<file path="config.mk">
export PLATFORM = sky130hd
export DESIGN_NAME = sprite_rom_arbiter
export DESIGN_NICKNAME = d
export VERILOG_FILES = /design/src/rtl/sprite_rom_arbiter.sv
export SDC_FILE = /design/constraint.sdc
export NUM_CORES = 1
export LEC_CHECK = 0
export CAP_MARGIN = 0
export CELL_PAD_IN_SITES_DETAIL_PLACEMENT = 0
export CELL_PAD_IN_SITES_GLOBAL_PLACEMENT = 1
export CORE_MARGIN = 2
export CORE_UTILIZATION = 31
export CTS_BUF_LIST = sky130_fd_sc_hd__clkbuf_4
export DETAILED_ROUTE_END_ITERATION = 8
export PLACE_DENSITY_LB_ADDON = 0.15
export RECOVER_POWER = 50
export SLEW_MARGIN = 0
export SYNTH_ARGS = -nofsm -noshare
export SYNTH_HDL_FRONTEND = slang
export SYNTH_SLANG_ARGS = --single-unit
export TNS_END_PERCENT = 1
</file>
<file path="constraint.sdc">
create_clock -name vga_clk -period 3.9 [get_ports vga_clk]
set_clock_uncertainty 0.2 [all_clocks]
set_input_delay 0.585 -clock vga_clk [delete_from_list [all_inputs] [get_ports vga_clk]]
set_output_delay 0.585 -clock vga_clk [all_outputs]
set_load 0.1 [all_outputs]
</file>
<file path="src/rtl/sprite_rom_arbiter.sv">
// Three-way read arbiter for the single-port sprite/picture ROM with round-robin, burst lock and a fixed 3-cycle read pipeline.
// Define ROM_ARB_SCAN_PRIO_EN to give scan-out (requester 0) absolute priority and burst pre-emption.
module sprite_rom_arbiter #(
    parameter int unsigned ADDR_W    = 20,
    parameter int unsigned DATA_W    = 16,
    parameter int unsigned MAX_BURST = 16
) (
    input  logic              vga_clk,
    input  logic              sys_rst,
    input  logic [2:0]        req,
    input  logic [2:0]        lock,
    input  logic [ADDR_W-1:0] addr0,
    input  logic [ADDR_W-1:0] addr1,
    input  logic [ADDR_W-1:0] addr2,
    output logic [2:0]        gnt,
    output logic [ADDR_W-1:0] rom_addr,
    output logic              rom_rden,
    input  logic [DATA_W-1:0] rom_q,
    output logic [DATA_W-1:0] rd_data,
    output logic [2:0]        rd_valid,
    output logic              busy
);

    localparam int unsigned      CNT_W   = 8;
    localparam logic [CNT_W-1:0] CNT_MAX = CNT_W'(MAX_BURST);

    typedef enum logic {
        ARB,
        BURST
    } state_t;

    state_t            state_q;
    state_t            state_d;
    logic [1:0]        last_grant;
    logic [CNT_W-1:0]  burst_cnt;
    logic [CNT_W-1:0]  cnt_d;
    logic [2:0]        gnt_c;
    logic [2:0]        owner_oh;
    logic              owner_hold;
    logic              preempt_c;
    logic [2:0]        cand;
    logic [2:0]        own1;
    logic [2:0]        own2;
    logic [ADDR_W-1:0] sel_addr;
    logic [1:0]        gnt_idx;

    // Round-robin search starting one past the last winner.
    function automatic logic [2:0] rr_pick(input logic [2:0] c, input logic [1:0] last);
        logic [2:0] pick;
        logic [1:0] idx;
        pick = 3'b000;
        for (int k = 1; k <= 3; k++) begin
            idx = 2'((int'(last) + k) % 3);
            if (pick == 3'b000 && c[idx]) pick[idx] = 1'b1;
        end
        return pick;
    endfunction

    function automatic logic [2:0] pick_winner(input logic [2:0] c, input logic [1:0] last);
`ifdef ROM_ARB_SCAN_PRIO_EN
        if (c[0]) return 3'b001;
`endif
        return rr_pick(c, last);
    endfunction

`ifdef ROM_ARB_SCAN_PRIO_EN
    assign preempt_c = (state_q == BURST) && req[0] && (last_grant != 2'd0);
`else
    assign preempt_c = 1'b0;
`endif

    assign owner_oh   = 3'(3'b001 << last_grant);
    assign owner_hold = |(owner_oh & req & lock);

    // Grant decision and next state of the arbitration FSM.
    always_comb begin
        gnt_c   = 3'b000;
        state_d = state_q;
        cnt_d   = burst_cnt;
        cand    = req;
        if (state_q == BURST && owner_hold && !preempt_c && burst_cnt < CNT_MAX) begin
            gnt_c = owner_oh;
            cnt_d = burst_cnt + CNT_W'(1);
        end else begin
            // Burst limit reached: step aside if anyone else is waiting.
            if (state_q == BURST && owner_hold && !preempt_c && (req & ~owner_oh) != 3'b000)
                cand = req & ~owner_oh;
            gnt_c = pick_winner(cand, last_grant);
            if (preempt_c || (gnt_c & lock) == 3'b000) begin
                state_d = ARB;
                cnt_d   = '0;
            end else begin
                state_d = BURST;
                cnt_d   = CNT_W'(1);
            end
        end
    end

    assign gnt = sys_rst ? 3'b000 : gnt_c;

    always_comb begin
        sel_addr = addr0;
        gnt_idx  = 2'd0;
        if (gnt[2]) begin
            sel_addr = addr2;
            gnt_idx  = 2'd2;
        end else if (gnt[1]) begin
            sel_addr = addr1;
            gnt_idx  = 2'd1;
        end
    end

    // FSM state, ROM request stage and return pipeline.
    always_ff @(posedge vga_clk) begin
        if (sys_rst) begin
            state_q    <= ARB;
            last_grant <= 2'd2;
            burst_cnt  <= '0;
            rom_addr   <= '0;
            rom_rden   <= 1'b0;
            own1       <= 3'b000;
            own2       <= 3'b000;
            rd_data    <= '0;
            rd_valid   <= 3'b000;
            busy       <= 1'b0;
        end else begin
            state_q   <= state_d;
            burst_cnt <= cnt_d;
            if (gnt != 3'b000) begin
                last_grant <= gnt_idx;
                rom_addr   <= sel_addr;
            end
            rom_rden <= (gnt != 3'b000);
            own1     <= gnt;
            own2     <= own1;
            if (own2 != 3'b000) rd_data <= rom_q;
            rd_valid <= own2;
            busy     <= (gnt != 3'b000) || (own1 != 3'b000) || (own2 != 3'b000);
        end
    end

endmodule

</file>
==> results of run 1 <==
## final cells by class
type / instances / area (um2) / area share [%]
timing repair buffer: 148 / 1460 / 32.1
tap: 108 / 135 / 2.97
clock inverter: 7 / 70.1 / 1.54
inverter: 18 / 67.6 / 1.48
sequential: 58 / 1170 / 25.6
clock buffer: 9 / 67.6 / 1.48
multi-input combinational: 224 / 1580 / 34.8
## cells in the final DEF, fill, tap and decap left out, types with 2 or more instances in the layout
| master | n |
|---|---|
| nor2b_1 | 8 |
| dfxtp_1 | 56 |
| a22oi_1 | 12 |
| inv_2 | 2 |
| nand3_1 | 8 |
| nand2b_1 | 4 |
| or3_1 | 2 |
| buf_4 | 19 |
| o21ai_1 | 2 |
| clkbuf_4 | 9 |
| nand3_2 | 2 |
| buf_12 | 4 |
| a21oi_1 | 33 |
| ha_2 | 2 |
| a221oi_4 | 2 |
| mux2_2 | 12 |
| clkinvlp_4 | 3 |
| nor2_1 | 3 |
| clkdlybuf4s50_1 | 101 |
| dlygate4sd3_1 | 22 |
| o221ai_1 | 8 |
| inv_1 | 16 |
| o21ai_0 | 3 |
| o22a_1 | 2 |
| nand2_1 | 61 |
| a21oi_2 | 2 |
| ha_1 | 3 |
| xor2_1 | 2 |
| nor4_1 | 2 |
| conb_1 | 3 |
| mux2i_1 | 10 |
| nor3_2 | 3 |
| nor3_1 | 4 |
| a31o_2 | 2 |
## metal layers
metal	global-route usage, %	wire [um]
met5	0	0
met4	6.95	131
met3	7.03	823
met2	26.5	3870
met1	20.8	3510
## through the flow
stage	cell area (um2)	setup slack, ps	power, mW
after CTS	4520	8.22	4.33
after global routing	4550	-48.6	4.53
after global placement	4350	46.4	3.86
after floorplan	2860	-13.9	3.03
final	4550	77.3	4.28
after detailed placement	4350	24.4	3.86
## power breakdown
| group | switching, mW | leakage, nW | internal [mW] |
|---|---|---|---|
| Clock | 0.231 | 0.0656 | 0.193 |
| Combinational | 2.02 | 1.23 | 0.975 |
| Sequential | 0.0909 | 0.476 | 0.778 |
| Total | 2.34 | 1.77 | 1.95 |
## path summary, 6_finish.rpt
check	slack, ps	end	cells past startpoint
setup / recovery	80	gnt[0]	9
hold reg to reg	250	rd_data[3]	2
hold / removal	250	rd_data[3]	2
setup reg to reg	420	rom_addr[12]	14
## what timing repair did
item | in CTS | in global routing
buffers inserted | 2 | 0
pin swaps | 2 | 5
setup endpoints to repair | 3 | 3
resized for setup | 7 | 8
## worst max-delay path: stages, from the launching register on
cell and delay (ps):
dfxtp_4 380, inv_1 90, ha_2 230, nand2b_1 200, a221oi_2 350, nor3_2 110, or3_4 400, o31a_1 300
a311oi_4 360, buf_12 220
## cell families (layout without fill, tap and decap cells)
| group | Yosys count | in the layout |
|---|---|---|
| xor gates and xnor gates | 3 | 3 |
| and+or+nand+nor | 104 | 104 |
| muxes | 22 | 22 |
| DFF | 58 | 58 |
| buffers and inverters | 39 | 182 |
| other | 1 | 3 |
| AOI/OAI and AO/OA | 86 | 86 |
| adders and majority gates | 6 | 6 |
## state kept, by name (all words and copies together) (netlist names)
name        flops
burst_cnt       8
busy            1
last_grant      2
own1            3
own2            3
rd_data        16
rd_valid        3
rom_addr       20
rom_rden        1
state_q         1
==> impl_metrics.py, run 1 <==
metrics = {
    "global_route": {
        "grt_overflow_total": 0,
        "antenna_found_initial": 0,
        "grt_max_degree": 30,
        "grt_pass1_vias": 2790,
        "grt_util_all_layers_pct": 17.0,
        "grt_pass1_wl_um": 13400,
    },
    "critical_path": {
        "path_class": "register to output port",
        "r2r_start": "last_grant[0]",
        "cp.arrival_ps": 3040,
        "required_ps": 3120,
        "critPathLaunchType": "register",
        "crit_path_max_fanout": 5,
        "crit_start": "last_grant[0]",
        "crit_path_end_kind": "output port",
    },
    "layout": {
        "nets": 549,
        "fill_cells": 841,
        "layout.cells.non_filler": 572,
        "fin_util_pct": 51.7,
        "synthToLayoutAreaGrowth_pct": 60.1,
        "layout-drive-gt1-share_pct": 17.5,
        "diodes": 0,
    },
    "synthesis": {
        "synth_top_family_by_area": "compound AO/OA/AOI/OAI gates",
        "ys_types": 57,
        "yosysMostFrequentCell": "nand2_1",
        "synthArstFlopShare_pct": 0,
        "syn_avg_cell_area_um2": 8.92,
        "synth_mux_area_share_pct": 8.27,
        "netlist_top_cells_count": "61 x nand2_1, 58 x dfxtp_1, 35 x a21oi_1",
        "synthTopCellsByArea": "dfxtp_1 41%, nand2_1 8.1%, a21oi_1 6.2%",
        "synth_top_area_share_pct": 40.8,
        "synth_xor_area_share_pct": 0.924,
        "synth_warnings": 0,
        "synth_compound_area_share_pct": 23.3,
        "ys.flop_type": "dfxtp_1",
        "synth_fa_ha_area_share_pct": 2.64,
        "yosysSeqAreaShare_pct": 40.8,
        "synth_simple_gate_area_share_pct": 17.4,
        "yosysTopAreaCell": "dfxtp_1",
        "synth-seq-cells": 58,
        "synth_edf_count": 0,
        "syn-cell-area_mm2": 0.00284,
        "netlist_instances": 319,
    },
    "floorplan": {
        "dieArea_mm2": 0.00996,
        "boundaryPins": 128,
        "rows": 34,
        "die_w_um": 99.8,
        "die_h_um": 99.8,
        "start_util_pct": 32.3,
        "core_mm2": 0.00881,
    },
    "route": {
        "wl_um": 8340,
        "drtIter0Drc": 88,
        "drc": 0,
        "vias_per_cell": 4.96,
        "dr.pass1.iters": 4,
        "via_count": 2839,
        "wire_per_inst_um": 14.6,
        "ant_nets": 0,
    },
    "timing": {
        "max-slew-margin-rel_pct": 17.5,
        "maxSlewViolCount": 0,
        "rsz0062_at_grt": "true",
        "finalHoldWorstSlack_ps": 252,
        "fin_crit_sh_pct": 98.0,
        "finalSetupViolCount": 0,
        "fin_setup_tns_ps": 0,
        "worst_pin_slew_ps": 1240,
        "fin_crit_ps": 3820,
        "fmax_ghz": 0.262,
        "finalHoldViolCount": 0,
    },
    "placement": {
        "place.port_buffers": 127,
        "gp_congestion": 0.827,
        "dpl.cell_count": 554,
        "dp_hpwl_um": 6210,
    },
    "power_and_ir_drop": {
        "ir_drop_v": 0.000561,
        "leakage_nw": 1.77,
        "powerDensity_mw_per_mm2": 941,
    },
    "clock_network": {
        "root_buffer": "clkbuf_4",
        "clkTransAtPathRegs_ps": 110,
        "numCtsBuffers": 9,
        "h-tree-depth": 3,
        "clk_latency_ps": 390,
        "cts_tree": "yes",
        "cts.sink_count": 58,
        "cts_hold_buffers": 0,
        "cts_buffer_depth": 2,
    },
    "worst_hold_path": {
        "hp-start": "rd_data[3]",
        "min_path_type": "register to register",
    },
    "job": {
        "drv_cap": 0,
    },
    "outcome": {
        "status": "finished clean",
    },
}
No activity file was read; power rests on OpenSTA's default activity.
==> run 2: changes to the inputs <==
--- a/config.mk
+++ b/config.mk
@@ -9,11 +9,12 @@
 export CELL_PAD_IN_SITES_DETAIL_PLACEMENT = 0
 export CELL_PAD_IN_SITES_GLOBAL_PLACEMENT = 1
 export CORE_MARGIN = 2
-export CORE_UTILIZATION = 31
+export CORE_UTILIZATION = 30
 export CTS_BUF_LIST = sky130_fd_sc_hd__clkbuf_4
 export DETAILED_ROUTE_END_ITERATION = 8
-export PLACE_DENSITY_LB_ADDON = 0.15
+export PLACE_DENSITY_LB_ADDON = 0.1
 export RECOVER_POWER = 50
+export REMOVE_ABC_BUFFERS = 1
 export SLEW_MARGIN = 0
 export SYNTH_ARGS = -nofsm -noshare
 export SYNTH_HDL_FRONTEND = slang
==> impl_metrics.py, run 2 (synthesis gave the netlist of run 1 again) <==
metrics = {
    "outcome": {
        "status": "finished, violations left",
        "failed_checks": "capacitance limit, slew limit",
    },
    "layout": {
        "diodes": 0,
        "final_cell_mix": "99 x clkdlybuf4s50_1, 61 x nand2_1, 57 x dfxtp_1",
        "synthToLayoutAreaGrowth_pct": 62.4,
        "regMostFlops": "rom_addr",
        "reg_top3": "rom_addr (20), rd_data (16), burst_cnt (8)",
        "final_common_cell": "clkdlybuf4s50_1",
        "layout-drive-gt1-share_pct": 17.2,
        "nets": 550,
        "largest_register_ffs": 20,
    },
    "route": {
        "wire_per_inst_um": 13.7,
        "ant_nets": 0,
        "met3_length_um": 708,
        "drc": 0,
        "wl_met1_um": 3410,
        "drtIter0Drc": 102,
        "wl_um": 8120,
        "dr.pass1.iters": 4,
        "vias_per_cell": 4.66,
        "via_count": 2770,
        "wl_met2_um": 3930,
        "highest_layer": "met4",
    },
    "clock_network": {
        "cts_tree": "yes",
        "clkTransAtPathRegs_ps": 120,
        "h-tree-depth": 3,
        "cts_hold_buffers": 0,
        "cts.sink_count": 58,
        "clk_latency_ps": 380,
        "numCtsBuffers": 9,
        "root_buffer": "clkbuf_4",
        "cts_buffer_depth": 2,
    },
    "floorplan": {
        "core_mm2": 0.00924,
        "die_h_um": 101,
        "boundaryPins": 128,
        "start_util_pct": 30.8,
        "die_w_um": 101,
        "dieArea_mm2": 0.0103,
        "rows": 35,
    },
    "power_and_ir_drop": {
        "leakage_nw": 1.83,
        "ir_drop_v": 0.000561,
        "power_mw": 4.44,
        "powerDensity_mw_per_mm2": 962,
    },
    "timing": {
        "finalHoldWorstSlack_ps": 253,
        "maxSlewViolCount": 43,
        "worst_pin_slew_ps": 1950,
        "max-slew-margin-rel_pct": -29.8,
        "finalSetupViolCount": 0,
        "fmax_ghz": 0.266,
        "fin_crit_ps": 3760,
        "finalHoldViolCount": 0,
        "fin_crit_sh_pct": 96.3,
    },
    "critical_path": {
        "crit_path_max_fanout": 7,
        "critPathLaunchType": "primary input",
        "regToRegEndpoint": "rom_addr[16]",
        "r2r_start": "last_grant[1]",
        "cp.arrival_ps": 2970,
        "crit_family": "compound AO/OA/AOI/OAI gates",
        "path_buf_inv": 3,
        "slowest_stage": "clkdlybuf4s50_1",
        "required_ps": 3120,
        "r2r_setup_slack_ps": 470,
        "critical-path-max-stage-delay_ps": 490,
        "crit_chain": "clkdlybuf4s50_1, nand2b_4, a21oi_1, a2111o_1, a221oi_4, o2111ai_2, a41o_1, inv_2, buf_12",
        "reg2reg_depth": 13,
        "crit_path_end_kind": "output port",
        "path_class": "primary input to output port",
    },
    "placement": {
        "place.port_buffers": 127,
        "dp_hpwl_um": 5990,
        "gp_congestion": 0.810,
    },
    "global_route": {
        "grt_pass1_vias": 2767,
        "grt_util_all_layers_pct": 15.7,
        "antenna_found_initial": 0,
        "grt_overflow_total": 0,
        "grt_pass1_wl_um": 12800,
        "grt_max_degree": 43,
    },
    "job": {
        "drv_cap": 1,
    },
    "worst_hold_path": {
        "holdPathEnd": "rd_data[4]",
        "min_path_type": "register to register",
        "hp-start": "rd_data[4]",
        "whs_path_depth": 2,
    },
}
run 2: cell types whose count changed in the layout (fill, tap and decap cells not counted), moves of 2 or more:
cell	previous run	this run
clkinvlp_4	3	0
inv_6	0	2
clkdlybuf4s50_1	101	99
nor3_1	4	6
nor3_2	3	1
bufinv_16	1	3
run 2: layout make-up:
| class | instances | area, um2 |
|---|---|---|
| Fill cell | 897 | 4620 |
| Multi-Input combinational cell | 224 | 1560 |
| Timing Repair Buffer | 149 | 1470 |
| Sequential cell | 58 | 1160 |
| Tap cell | 129 | 161 |
| Clock inverter | 7 | 125 |
| Clock buffer | 9 | 67.6 |
| Inverter | 18 | 67.6 |
run 2: how the worst max path moves through the flow:
| stage | from | endpoint | slack, ps | depth (start not counted) |
|---|---|---|---|---|
| after global routing | last_grant[1] | gnt[0] | -10 | 10 |
| final | req[1] | gnt[1] | 140 | 9 |
| after detailed placement | req[2] | rom_addr[0] | 40 | 12 |
| after floorplan | last_grant[0] | rom_addr[17] | -1120 | 11 |
| after global placement | req[2] | rom_addr[0] | 80 | 12 |
| after CTS | last_grant[0] | gnt[0] | 20 | 10 |
run 2: layer usage:
layer  up-vias  GRT usage, %
met3         6          6.14
li1       1413             -
met4         0          4.37
met5         -             0
met1      1255          18.6
met2        96          26.3
run 2: metrics by stage:
step / utilization (%) / setup TNS (ps) / worst slack, ps / std cells / area [um2]
global placement: 47.2 / 0 / 81.0 / 576 / 4360
detailed placement: 47.2 / 0 / 37.4 / 576 / 4360
CTS: 49.3 / 0 / 24.2 / 592 / 4560
global route: 50.0 / -24.7 / -10.5 / 594 / 4620
finish: 50.0 / 0 / 144 / 594 / 4620
floorplan: - / -23510 / -1120 / 300 / 2730
run 2: repair_timing:
action,in CTS,in global routing
setup endpoints to repair,3,3
gates resized for setup,1,14
pin swaps,0,5
setup buffers,0,2
endpoints found under the hold margin,0,0
run 2: report_power, final:
group          total (mW)  switching, mW  internal [mW]  leakage [nW]
combinational        3.01           2.01          0.995          1.25
sequential          0.862         0.0869          0.775         0.476
clock               0.576          0.245          0.331         0.101
total                4.44           2.34           2.10          1.83
run 2: worst min-delay path: stages (launching register included):
cell     delay, ps
dfxtp_1        320
nand2_1         50
a21oi_1         50
